`src/rtl/eth_stats_arbiter.sv`:
```
// Round-robin arbiter that captures one collector snapshot and streams it as an 8-word AXIS packet.
// Optional ESA_SKIP_UNCHANGED_EN: acknowledge but drop snapshots whose stats_id repeats the last one sent.
module eth_stats_arbiter #(
  parameter int C_NUM_PORTS = 4,
  parameter int C_ID_WIDTH  = 4
) (
  input  logic                       clk,
  input  logic                       rst,
  input  logic                       enable,
  input  logic [C_NUM_PORTS-1:0]     req,
  output logic [C_NUM_PORTS-1:0]     ack,
  input  logic [6*C_NUM_PORTS-1:0]   stats_id,
  input  logic [448*C_NUM_PORTS-1:0] rec_data,
  output logic [63:0]                m_axis_tdata,
  output logic                       m_axis_tvalid,
  input  logic                       m_axis_tready,
  output logic                       m_axis_tlast,
  output logic [C_ID_WIDTH-1:0]      m_axis_tdest,
  output logic                       busy
`ifdef ESA_SKIP_UNCHANGED_EN
  ,
  output logic [31:0]                skipped_count
`endif
);

  localparam int IDX_W = (C_NUM_PORTS > 1) ? $clog2(C_NUM_PORTS) : 1;

  typedef enum logic [1:0] {S_IDLE, S_CAPTURE, S_SEND} state_t;

  state_t                 state_reg;
  logic [IDX_W-1:0]       last_grant_reg;
  logic [IDX_W-1:0]       grant_idx_reg;
  logic [2:0]             word_cnt_reg;
  logic [447:0]           rec_reg;
  logic [5:0]             id_reg;
  logic [C_NUM_PORTS-1:0] ack_reg;
  logic [63:0]            tdata_reg;
  logic                   tvalid_reg;
  logic                   tlast_reg;
  logic [C_ID_WIDTH-1:0]  tdest_reg;
  logic                   busy_reg;

  logic [447:0]           rec_arr [C_NUM_PORTS];
  logic [5:0]             id_arr [C_NUM_PORTS];
  logic [63:0]            rec_word [8];
  logic [7:0]             hdr_idx;
  logic                   sel_valid;
  logic [IDX_W-1:0]       sel_idx;
  logic                   skip_hit;

  generate
    for (genvar gi = 0; gi < C_NUM_PORTS; gi++) begin : g_port
      assign rec_arr[gi] = rec_data[448*gi +: 448];
      assign id_arr[gi]  = stats_id[6*gi +: 6];
    end
  endgenerate

  // Word 0 is the header; words 1..7 walk the snapshot from time (MSBs) down to rx_bad.
  assign hdr_idx     = 8'(grant_idx_reg);
  assign rec_word[0] = {hdr_idx, 50'b0, id_reg};
  generate
    for (genvar gi = 1; gi < 8; gi++) begin : g_word
      assign rec_word[gi] = rec_reg[64*(7-gi) +: 64];
    end
  endgenerate

  // Scan from last_grant+1 with wrap; iterating downward lets the nearest requester win.
  always_comb begin
    int p;
    p         = 0;
    sel_valid = 1'b0;
    sel_idx   = '0;
    for (int k = C_NUM_PORTS; k >= 1; k--) begin
      p = int'(last_grant_reg) + k;
      if (p >= C_NUM_PORTS) p = p - C_NUM_PORTS;
      if (req[IDX_W'(p)]) begin
        sel_valid = 1'b1;
        sel_idx   = IDX_W'(p);
      end
    end
  end

`ifdef ESA_SKIP_UNCHANGED_EN
  logic [5:0]             last_id_reg [C_NUM_PORTS];
  logic [C_NUM_PORTS-1:0] id_valid_reg;
  logic [31:0]            skipped_reg;

  assign skip_hit      = id_valid_reg[grant_idx_reg] &&
                         (id_arr[grant_idx_reg] == last_id_reg[grant_idx_reg]);
  assign skipped_count = skipped_reg;

  always_ff @(posedge clk or posedge rst) begin
    if (rst) begin
      for (int i = 0; i < C_NUM_PORTS; i++) last_id_reg[i] <= '0;
      id_valid_reg <= '0;
      skipped_reg  <= '0;
    end else if (state_reg == S_CAPTURE) begin
      if (skip_hit) begin
        if (skipped_reg != 32'hFFFF_FFFF) skipped_reg <= skipped_reg + 32'd1;
      end else begin
        last_id_reg[grant_idx_reg]  <= id_arr[grant_idx_reg];
        id_valid_reg[grant_idx_reg] <= 1'b1;
      end
    end
  end
`else
  assign skip_hit = 1'b0;
`endif

  always_ff @(posedge clk or posedge rst) begin
    if (rst) begin
      state_reg      <= S_IDLE;
      last_grant_reg <= IDX_W'(C_NUM_PORTS - 1);
      grant_idx_reg  <= '0;
      word_cnt_reg   <= '0;
      rec_reg        <= '0;
      id_reg         <= '0;
      ack_reg        <= '0;
      tdata_reg      <= '0;
      tvalid_reg     <= 1'b0;
      tlast_reg      <= 1'b0;
      tdest_reg      <= '0;
      busy_reg       <= 1'b0;
    end else begin
      ack_reg <= '0;
      case (state_reg)
        S_IDLE: begin
          if (enable && sel_valid) begin
            grant_idx_reg <= sel_idx;
            busy_reg      <= 1'b1;
            state_reg     <= S_CAPTURE;
          end
        end
        S_CAPTURE: begin
          ack_reg[grant_idx_reg] <= 1'b1;
          last_grant_reg         <= grant_idx_reg;
          word_cnt_reg           <= '0;
          rec_reg                <= rec_arr[grant_idx_reg];
          id_reg                 <= id_arr[grant_idx_reg];
          tdest_reg              <= C_ID_WIDTH'(grant_idx_reg);
          if (skip_hit) begin
            busy_reg  <= 1'b0;
            state_reg <= S_IDLE;
          end else begin
            state_reg <= S_SEND;
          end
        end
        S_SEND: begin
          // First SEND cycle (the ack cycle) presents the header; then advance per handshake.
          if (!tvalid_reg) begin
            tvalid_reg <= 1'b1;
            tdata_reg  <= rec_word[0];
            tlast_reg  <= 1'b0;
          end else if (m_axis_tready) begin
            if (word_cnt_reg == 3'd7) begin
              tvalid_reg <= 1'b0;
              tlast_reg  <= 1'b0;
              busy_reg   <= 1'b0;
              state_reg  <= S_IDLE;
            end else begin
              word_cnt_reg <= word_cnt_reg + 3'd1;
              tdata_reg    <= rec_word[word_cnt_reg + 3'd1];
              tlast_reg    <= (word_cnt_reg == 3'd6);
            end
          end
        end
        default: state_reg <= S_IDLE;
      endcase
    end
  end

  assign ack           = ack_reg;
  assign m_axis_tdata  = tdata_reg;
  assign m_axis_tvalid = tvalid_reg;
  assign m_axis_tlast  = tlast_reg;
  assign m_axis_tdest  = tdest_reg;
  assign busy          = busy_reg;

endmodule
```
`config.mk`:
```
export PLATFORM = sky130hd
export DESIGN_NAME = eth_stats_arbiter
export DESIGN_NICKNAME = d
export VERILOG_FILES = /design/src/rtl/eth_stats_arbiter.sv
export SDC_FILE = /design/constraint.sdc
export NUM_CORES = 2
export LEC_CHECK = 0
export CAP_MARGIN = 10
export CORE_AREA = 3 3 745 747
export DETAILED_ROUTE_END_ITERATION = 16
export DIE_AREA = 0 0 748 750
export PLACE_DENSITY = 0.3
export SLEW_MARGIN = 5
export SYNTH_ARGS = -nofsm -noshare
export SYNTH_HDL_FRONTEND = slang
export SYNTH_SLANG_ARGS = --single-unit
```
`constraint.sdc`:
```
create_clock -name clk -period 27.5 [get_ports clk]
set_input_delay 6.875 -clock clk [delete_from_list [all_inputs] [get_ports clk]]
set_output_delay 6.875 -clock clk [all_outputs]
set_load 0.01 [all_outputs]
```
==> metrics.csv <==
metric;value;unit
synth-compound-area-share;3.84;%
stdcell_count;12300;
regArea;13400;µm²
skew;0.0719;ns
grt_use_total;15.4;%
syn_avg_cell_area;11.3;µm²
area_growth;88.0;%
clock_path_buffers;4;
synth_top_family_by_area;multiplexers;
cp.arrival;11.40;ns
portBuffers;1896;
gr-total-overflow;0;
start_util;6.30;%
placed_cell_area;61600;µm²
yosysSeqAreaShare;38.8;%
required;28.28;ns
synthMuxAreaShare;36.3;%
cp-end-kind;async pin;
synth.distinct_cells;37;
period_share;38.6;%
rsz0062_at_grt;false;
min_period;10.62;ns
ir_drop;85.6;µV
drc;0;
detail-route-antenna-nets;0;
postCtsSetupRepairBufs;0;
chipHeight;750;µm
root_buffer;clkbuf_16;
dieArea;561000;µm²
final.setup.tns;0;ns
max_freq;0.0941;GHz
dp_hpwl;399;mm
antenna_found_initial;616;
fillers;62700;
powerDensity;95.3;nW/µm²
cts_resized;0;
gp_congestion;0.934;
cts_tree;built;
numCtsBuffers;87;
rows;272;
criticalPathCategory;in -> async;
drive_above_1_share;15.1;%
final_hold_viol_count;0;
dr.pass1.iters;5;
outcome;finished, final reports clean;
clk_pin_slew;0.06;ns
tightest_slew;1.04;ns
routedWlPerCell;36.5;µm
nNetsFinal;6669;
synth_simple_gate_area_share;16.4;%
synth_top_area_cell;dfrtp_1;
drv_cap;0;
grt_pass1_wl;534;mm
grt_max_degree;118;
multi_input_area;19700;µm²
synth_warnings;0;
via_per_inst;3.05;
dp.cells;12000;
clock_latency;0.83;ns
die_w;748;µm
final_common_cell;clkdlybuf4s50_1;
syn_area;34600;µm²
io_pins;1899;
finalSetupViolations;0;
vias;37600;
max_slew_margin;30.5;%
synth_xor_area_share;0;%
cts-hold-fix-buffers;0;
largest_reg_flops;448;
synthCells;3070;
leakage;0.0239;µW
design_area;65000;µm²
layout_common_cells;clkdlybuf4s50_1, nand2_1, dfrtp_1;
routed_wl;449;mm
cts.sinks;536;
synthAdderAreaFrac;0.109;%
crit_fanout;92;
drt_iter0_markers;3431;
cp-start-kind;primary input;
synth_top_area_share;38.7;%
grt_pass1_vias;37700;
synth_area_leaders;dfrtp_1, mux4_2, nand2_1;
hold_class;reg -> reg;
htree_num_levels;3;
slew_viol_final;0;
core_area;549000;µm²
yosys_register_bits;536;
[worst max-delay path, cell delays in order]
cell and delay (ns):
clkdlybuf4s50_1 0.50, inv_8 0.52, buf_4 0.66, buf_4 0.77
buf_4 0.83, buf_4 0.85
[power by group]
group          internal, µW  switching, µW  total, µW
Sequential             1170            348       1520
Clock                   727            482       1210
Combinational          1460           2010       3460
Total                  3360           2840       6190
[Yosys cell counts]
cell / number
buf_1: 32
dfstp_2: 2
o21ai_1: 59
o21ai_0: 2
nor3b_1: 1
buf_6: 48
conb_1: 1
nor3_1: 1
mux2_2: 1
a32o_1: 56
nor2b_1: 4
inv_1: 4
a21oi_1: 59
nor4_1: 1
ha_1: 3
nor3_2: 1
o221ai_1: 1
buf_2: 59
a21o_1: 9
nand2_1: 1377
nand3_1: 1
mux4_2: 526
o32ai_1: 1
clkbuf_1: 110
nor4b_2: 1
dfrtp_1: 534
buf_4: 23
a21boi_0: 1
o21a_1: 1
a31oi_1: 1
inv_2: 1
a211oi_1: 8
mux2_1: 1
mux2i_1: 66
nand2b_1: 62
nor2_1: 10
and3_1: 2
[routing by layer]
layer	GRT usage (%)	up-vias	part of all wire (%)
li1	-	14800	-
met1	17.7	18900	39
met2	23.5	2536	43
met3	10.6	937	15
met4	2.85	394	2.5
met5	0	-	0.57
[stage by stage]
| step | util [%] | hold WS, ns | total power (µW) | setup slack (ns) |
|---|---|---|---|---|
| 6_report | 11.8 | 0.470 | 6190 | 16.88 |
| 4_1_cts | 11.8 | 0.473 | 6390 | 16.73 |
| 5_1_grt | 11.8 | 0.493 | 6610 | 16.34 |
| 2_1_floorplan | - | 0.440 | 3350 | 5.65 |
| 3_3_place_gp | 11.2 | 0.457 | 5120 | 15.93 |
| 3_5_place_dp | 11.2 | 0.458 | 5130 | 15.84 |
[path summary, 6_finish.rpt]
path | startpoint | end | slack, ns | cells after the start
max in group clk | m_axis_tdata[0] | m_axis_tdata[0] | 18.51 | 1
worst max-delay path | rst | rec_reg[173] | 16.88 | 6
min in group asynchronous | rst | m_axis_tdest[1] | 6.56 | 2
worst max register to register | grant_idx_reg[1] | rec_reg[99] | 22.30 | 7
worst min register to register | rec_reg[219] | rec_reg[219] | 0.47 | 2
worst min-delay path | rec_reg[219] | rec_reg[219] | 0.47 | 2
[cell type report]
cell class,instances,share of cell area (%)
diodes,146,0.562
clock buffers,114,3.76
clock inverters,40,0.807
inverters,5,0.0404
multi-input cells,2258,30.2
flip-flops and latches,536,20.7
well taps,7261,14.0
repair buffers,1954,29.9
[cells by family (layout without fill, tap and decap cells)]
kind of cell	after synthesis	count (layout)
simple gates	1461	1461
mux	594	594
flops	536	536
buf+inv	277	2113
compound gates	198	198
fa+ha+maj	3	3
other cells	1	148
No activity file was read; power rests on OpenSTA's default activity.
